**config.mk**
```make
export PLATFORM = sky130hd
export DESIGN_NAME = div5_word_serializer
export DESIGN_NICKNAME = d
export VERILOG_FILES = /design/src/rtl/div5_word_serializer.sv
export SDC_FILE = /design/constraint.sdc
export NUM_CORES = 1
export LEC_CHECK = 0
export CAP_MARGIN = 10
export CORE_MARGIN = 3
export CORE_UTILIZATION = 41
export DETAILED_ROUTE_END_ITERATION = 10
export MAX_ROUTING_LAYER = met4
export PLACE_DENSITY = 0.77
export SYNTH_ARGS = -nofsm -noshare
export SYNTH_HDL_FRONTEND = slang
export SYNTH_SLANG_ARGS = --single-unit
export TNS_END_PERCENT = 50
```
**constraint.sdc**
```tcl
create_clock -name clk -period 1.2 [get_ports clk]
set_input_delay 0.24 -clock clk [delete_from_list [all_inputs] [get_ports clk]]
set_output_delay 0.24 -clock clk [all_outputs]
set_load 0.005 [all_outputs]
```
**src/rtl/div5_word_serializer.sv**
```systemverilog
// Parallel-to-serial framer feeding the divisible-by-5 FSM, MSB first.
// Optional back-to-back framing: DIV5_SER_BACK2BACK_EN.
module div5_word_serializer #(
  parameter int WIDTH = 8,
  parameter int CNT_W = $clog2(WIDTH)
) (
  input  logic             clk,
  input  logic             reset,
  input  logic [WIDTH-1:0] in_data,
  input  logic             in_valid,
  output logic             in_ready,
  output logic             bit_out,
  output logic             bit_valid,
  output logic             frame_start,
  output logic             frame_end,
  output logic             busy
);

  typedef enum logic {
    IDLE,
    SHIFT
  } state_t;

  localparam logic [CNT_W-1:0] LAST = CNT_W'(WIDTH - 1);

  state_t           state, state_n;
  logic [WIDTH-1:0] shreg, shreg_n;
  logic [CNT_W-1:0] cnt, cnt_n;
  logic             last;
  logic             hs;

  assign busy        = (state == SHIFT);
  assign last        = busy && (cnt == '0);
  assign bit_valid   = busy;
  assign frame_start = busy && (cnt == LAST);
  assign frame_end   = last;
  assign bit_out     = busy && shreg[WIDTH-1];

  // in_ready is forced low for as long as reset is held
`ifdef DIV5_SER_BACK2BACK_EN
  assign in_ready = reset && ((state == IDLE) || last);
`else
  assign in_ready = reset && (state == IDLE);
`endif

  assign hs = in_valid && in_ready;

  always_ff @(posedge clk or negedge reset) begin
    if (!reset) begin
      state <= IDLE;
      shreg <= '0;
      cnt   <= '0;
    end else begin
      state <= state_n;
      shreg <= shreg_n;
      cnt   <= cnt_n;
    end
  end

  always_comb begin
    state_n = state;
    shreg_n = shreg;
    cnt_n   = cnt;
    unique case (state)
      IDLE: begin
        if (hs) begin
          shreg_n = in_data;
          cnt_n   = LAST;
          state_n = SHIFT;
        end
      end
      SHIFT: begin
        if (last) begin
          if (hs) begin
            shreg_n = in_data;
            cnt_n   = LAST;
          end else begin
            state_n = IDLE;
          end
        end else begin
          shreg_n = {shreg[WIDTH-2:0], 1'b0};
          cnt_n   = cnt - 1'b1;
        end
      end
      default: state_n = IDLE;
    endcase
  end

endmodule

```
==> impl_metrics.toml <==
[run_status]
outcome = "complete, but fails checks"
violations = "negative setup slack"

[placement]
dp_slack_ns = -0.536
io_buffer_count = 16
dp_cells = 103
place_congestion = 0.867
dpl.hpwl_um = 1090

[clock_network]
cts_tree = "done"
clk_root_buffer_cell = "clkbuf_4"
clk_latency_ns = 0.27
cts_buffers = 3
clock_sinks = 12
cts_buffer_depth = 2
path_clk_slew_ns = 0.07
h-tree-depth = 1

[logic_synthesis]
synth_cell_type_count = 22
ys_async_sr_fraction_pct = 100
yosysSeqAreaShare_pct = 46.8
synth_area_per_cell_sq_um = 10.2
ys_ff_latch = 12
synth_edf_count = 0
syn_nets = 77
netlist_area_sq_um = 642
syn-instance-count = 63
synthFlopType = "dfrtp_1"
yosysWarnings = 0

[die]
start_util_pct = 46.4
die_w_um = 45.6
io_pins = 17
die_area_sq_um = 2080
coreArea_sq_um = 1380
die_h_um = 45.6
rows = 13

[cells_and_area]
drive_gt1_share_pct = 51.5
final_common_cell = "buf_4"
nets = 117
area_growth_pct = 73.1
fin_cells = 116
diodes = 0
final_cell_mix = "buf_4, dfrtp_1, nand2_1, clkdlybuf4s50_1, buf_6"
final_util_pct = 80.4

[sta]
period_share_pct = 123
setup-violations-final = 16
fin_skew_ns = 0.00303
worstMarginPinSlew_ns = 0.192
hold_viol_final = 0
fin_tns_setup_ns = -2.34
min_period_ns = 1.48
max_freq_mhz = 675
relSlewSlack_pct = 87.2
setup_ws_ns = -0.282
drv_slew = 0
holdWs_ns = 0.0672
rsz0062_at_grt = "true"

[worst_setup_path]
required_ns = 0.96
cp-end-kind = "primary output"
crit_arrival_ns = 1.24
startpoint_type = "register"
path_class = "reg -> out"
crit_fanout = 2

[drt]
firstDrtPassIters = 6
viasPerCell = 5.43
drt_wl_total_um = 1780
drt-met1-wl_um = 730
drc = 0
vias = 630
drtIter0Drc = 16
ant_nets = 0
wl_per_cell_um = 15.4
wl_met2_um = 915
wl_met3_um = 91
topRoutingLayerUsed = "met4"

[power_and_ir_drop]
p_leak_uw = 0.000538
power.density_nw_per_um2 = 2550
ir_drop_v = 0.00133

[global_route]
grt_remaining_overflow = 0
grt_pass1_vias = 629
grt_max_degree = 13
grtUsageTotal_pct = 19.5
antenna_found_initial = 0
grt_pass1_wl_um = 2780

[run]
cap_violations = 0

[hold_path]
hold_path.class = "in -> async"
-- report_power, final --
part / switching (uW) / internal (uW)
clock: 132 / 116
combinational: 758 / 1080
sequential: 147 / 606
-- cell type report --
class | instances | area [sq um]
flip-flops and latches | 12 | 302
fillers | 88 | 272
multi-input cells | 44 | 415
inverters | 3 | 13.8
clock buffers | 3 | 22.5
repair buffers | 39 | 339
well taps | 15 | 18.8
-- sequential cells by signal, summed over array words and instances, names as in the netlist --
signal and count:
bit_valid 1, cnt 3, shreg 8
-- path summary, 6_finish.rpt --
| check | from | end | slack [ns] | cells past startpoint |
|---|---|---|---|---|
| max in group asynchronous | reset | shreg[0] | 0.57 | 2 |
| min reg2reg | shreg[7] | shreg[7] | 0.52 | 2 |
| max reg2reg | cnt[0] | cnt[2] | -0.26 | 8 |
| min | reset | shreg[1] | 0.07 | 2 |
| min in group clk | shreg[7] | shreg[7] | 0.52 | 2 |
| max | cnt[0] | frame_end | -0.28 | 6 |
-- cell usage after synthesis, types with 2 or more instances --
master | n | share of area (%)
a2bb2oi_1 | 7 | 9.6
a31oi_1 | 2 | 1.9
buf_6 | 2 | 3.5
nand2_1 | 11 | 6.4
inv_1 | 3 | 1.8
and3_1 | 2 | 1.9
a22oi_1 | 7 | 8.2
ha_1 | 3 | 5.8
dfrtp_1 | 12 | 47
buf_2 | 2 | 1.6
-- worst max-delay path, stage by stage, from the launching register on --
cell and delay, ns:
dfrtp_1 0.39, buf_6 0.13, inv_4 0.05, ha_4 0.14
nand2b_4 0.06, nor2_2 0.08, buf_2 0.11
-- stage by stage --
| stage | total power [uW] | cell area, sq um |
|---|---|---|
| 5_1_grt | 3050 | 1110 |
| 3_3_place_gp | 1930 | 888 |
| 2_1_floorplan | 1470 | 647 |
| 3_5_place_dp | 1960 | 888 |
| 4_1_cts | 2610 | 1040 |
| 6_report | 2840 | 1110 |
-- layer usage --
| layer | global-route usage, % | vias up |
|---|---|---|
| li1 | - | 306 |
| met1 | 22.0 | 294 |
| met2 | 34.0 | 23 |
| met3 | 2.37 | 7 |
| met4 | 8.77 | 0 |
| met5 | - | - |
-- repair_timing --
| item | in CTS | in global routing |
|---|---|---|
| cloned | 1 | 0 |
| pin swaps | 6 | 4 |
| hold buffers | 1 | 0 |
| setup buffers | 6 | 2 |
| resized for setup | 46 | 13 |
| endpoints found under the setup margin | 18 | 18 |
| endpoints found under the hold margin | 1 | 0 |
-- kinds of logic after synthesis --
group,share of synthesized area [%]
AOI/OAI and AO/OA,21.6
adders and majority gates,5.85
buffers and inverters,7.99
DFF,46.8
muxes,1.56
and+or+nand+nor,16.2
Note: power is estimated with default switching activity, not from simulation.
==> variant (config.mk and constraints unchanged) <==
The option `DIV5_SER_BACK2BACK_EN` is turned on by a define.
--- a/src/rtl/div5_word_serializer.sv
+++ b/src/rtl/div5_word_serializer.sv
@@ -1,5 +1,7 @@
 // Parallel-to-serial framer feeding the divisible-by-5 FSM, MSB first.
 // Optional back-to-back framing: DIV5_SER_BACK2BACK_EN.
+`define DIV5_SER_BACK2BACK_EN
+
 module div5_word_serializer #(
   parameter int WIDTH = 8,
   parameter int CNT_W = $clog2(WIDTH)
Check against the original RTL: not equivalent (Yosys sat finds a counterexample within 10 cycles, from zero or initial values and one cycle with reset low).
==> variant against the original RTL <==
The run still ends with setup timing left; power shrank 13%; clock skew is 0.0019 ns higher; wire length increased by 1.8%; worst setup slack worse by 0.10 ns; critical path depth is the same; area after synthesis grew 0.78%; critical path type unchanged; sequential cell count unchanged; cell area is 5.2% lower.
==> variant: results (changes against the original RTL) <==
metric	value	unit	change
p_sw_frac	0.380		was 0.366
crit_fanout	2		unchanged
setup_ws	-0.385	ns	was -0.282 ns
violations	setup timing		unchanged
r2r_cells	7		was 8
drcViolationCount	0		unchanged
run_status	finished with violations		unchanged
track_usage	0.191		was 0.195
synthArstFlopShare	1.00		unchanged
largest_reg_flops	8		unchanged
synthTopCellsByArea	dfrtp_1, mux2i_1, nand3_1		was dfrtp_1, a2bb2oi_1, a22oi_1
fin_nets	111		was 117
clock_latency	0.28	ns	
min_path_type	input port to asynchronous set/reset pin		unchanged
synth.area.mux_share	0.108		was 0.0156
slowest_stage	dfrtp_1		unchanged
yosysWarningCount	0		unchanged
clk_pin_slew	0.09	ns	was 0.07 ns
synth_xor_area_frac	0		unchanged
clock_skew	0.00489	ns	was 0.00303 ns
path_delay_family	flip-flops		unchanged
route.met2.wl	975	microns	was 915 microns
arrival	1.34	ns	was 1.24 ns
worst_pin_slew	0.258	ns	was 0.192 ns
syn_nets	76		was 77
ys_top_cells_by_count	dfrtp_1, nand3_1, mux2i_1, o21ai_1, a21oi_1		was dfrtp_1, nand2_1, a22oi_1, a2bb2oi_1
post-dp-hpwl	1030	microns	was 1090 microns
met3WireLength	72	microns	was 91 microns
viasPerCell	5.47		was 5.43
wl_met1	715	microns	was 730 microns
grt_pass1_wl	2780	microns	unchanged
gp_congestion	0.667		was 0.867
synth-adder-area-share	0.0580		was 0.0585
synth.distinct_cells	23		was 22
r2r_slack	-0.22	ns	was -0.26 ns
synth_compound_area_frac	0.133		was 0.216
grt_max_degree	17		was 13
finalSetupViolCount	15		was 16
dr.pass1.iters	4		was 6
port_buffers	16		unchanged
wl_per_cell	16.4	microns	was 15.4 microns
cts_buffers	3		unchanged
drive_above_1_share	0.469		was 0.515
ctsLongestPathBuffers	2		unchanged
fillers	83		was 88
ys.flop_type	dfrtp_1		unchanged
yosysSeqAreaShare	0.464		was 0.468
top_layer	met4		unchanged
cts-root-buf	clkbuf_4		unchanged
drt_iter0_markers	15		was 16
p_leak	0.495	nW	was 0.538 nW
worst_path_largest_cell_delay	0.42	ns	was 0.39 ns
ir_worst_vdd	2.10	mV	was 1.33 mV
grt_pass1_vias	602		was 629
[variant: area by class of cell]
class	count	share of cell area
flip-flops and latches	12	0.286
clock buffers	4	0.0344
repair buffers	34	0.268
inverters	3	0.0107
multi-input cells	43	0.382
well taps	15	0.0178
[variant: timing repair]
action                     4_1_cts  5_1_grt
setup buffers                    3        2
resized for setup               34       10
pin swaps                        3        5
setup endpoints to repair       18       16
[variant: power groups by stage]
stage	sequential, mW	clock (mW)	combinational, mW
CTS	0.659	0.333	1.25
global placement	0.674	0	1.09
finish	0.675	0.336	1.45
global route	0.689	0.366	1.57
floorplan	0.662	0	0.645
detailed placement	0.678	0	1.13
[variant: logic make-up after synthesis]
group	count (synthesis)
AOI/OAI and AO/OA	15
adders and majority gates	3
buffers and inverters	7
DFF	12
muxes	7
and+or+nand+nor	18
[variant: per-stage QoR]
step	std cells	worst slack, ns	hold slack [ns]	TNS, ns	area [sq um]
floorplan	62	0.00762	-0.0556	0	659
global placement	103	-0.437	0.498	-5.99	908
detailed placement	103	-0.486	0.508	-6.10	908
CTS	110	-0.358	0.349	-1.52	1000
global route	111	-0.431	0.331	-2.77	1050
finish	111	-0.385	0.339	-1.96	1050
[variant: routing by layer]
metal	track usage	vias to the layer above
met5	-	-
met1	0.243	300
met4	0.0511	0
li1	-	286
met2	0.320	15
met3	0.0237	6
[variant: path summary, 6_finish.rpt]
kind	start	end
max reg2reg	cnt[0]$_DFF_PN0_	cnt[1]$_DFF_PN0_
min reg2reg	shreg[4]$_DFF_PN0_	shreg[5]$_DFF_PN0_
max	cnt[0]$_DFF_PN0_	in_ready
min	reset	shreg[7]$_DFF_PN0_
max in group asynchronous	reset	bit_valid$_DFF_PN0_
min in group clk	shreg[4]$_DFF_PN0_	shreg[5]$_DFF_PN0_
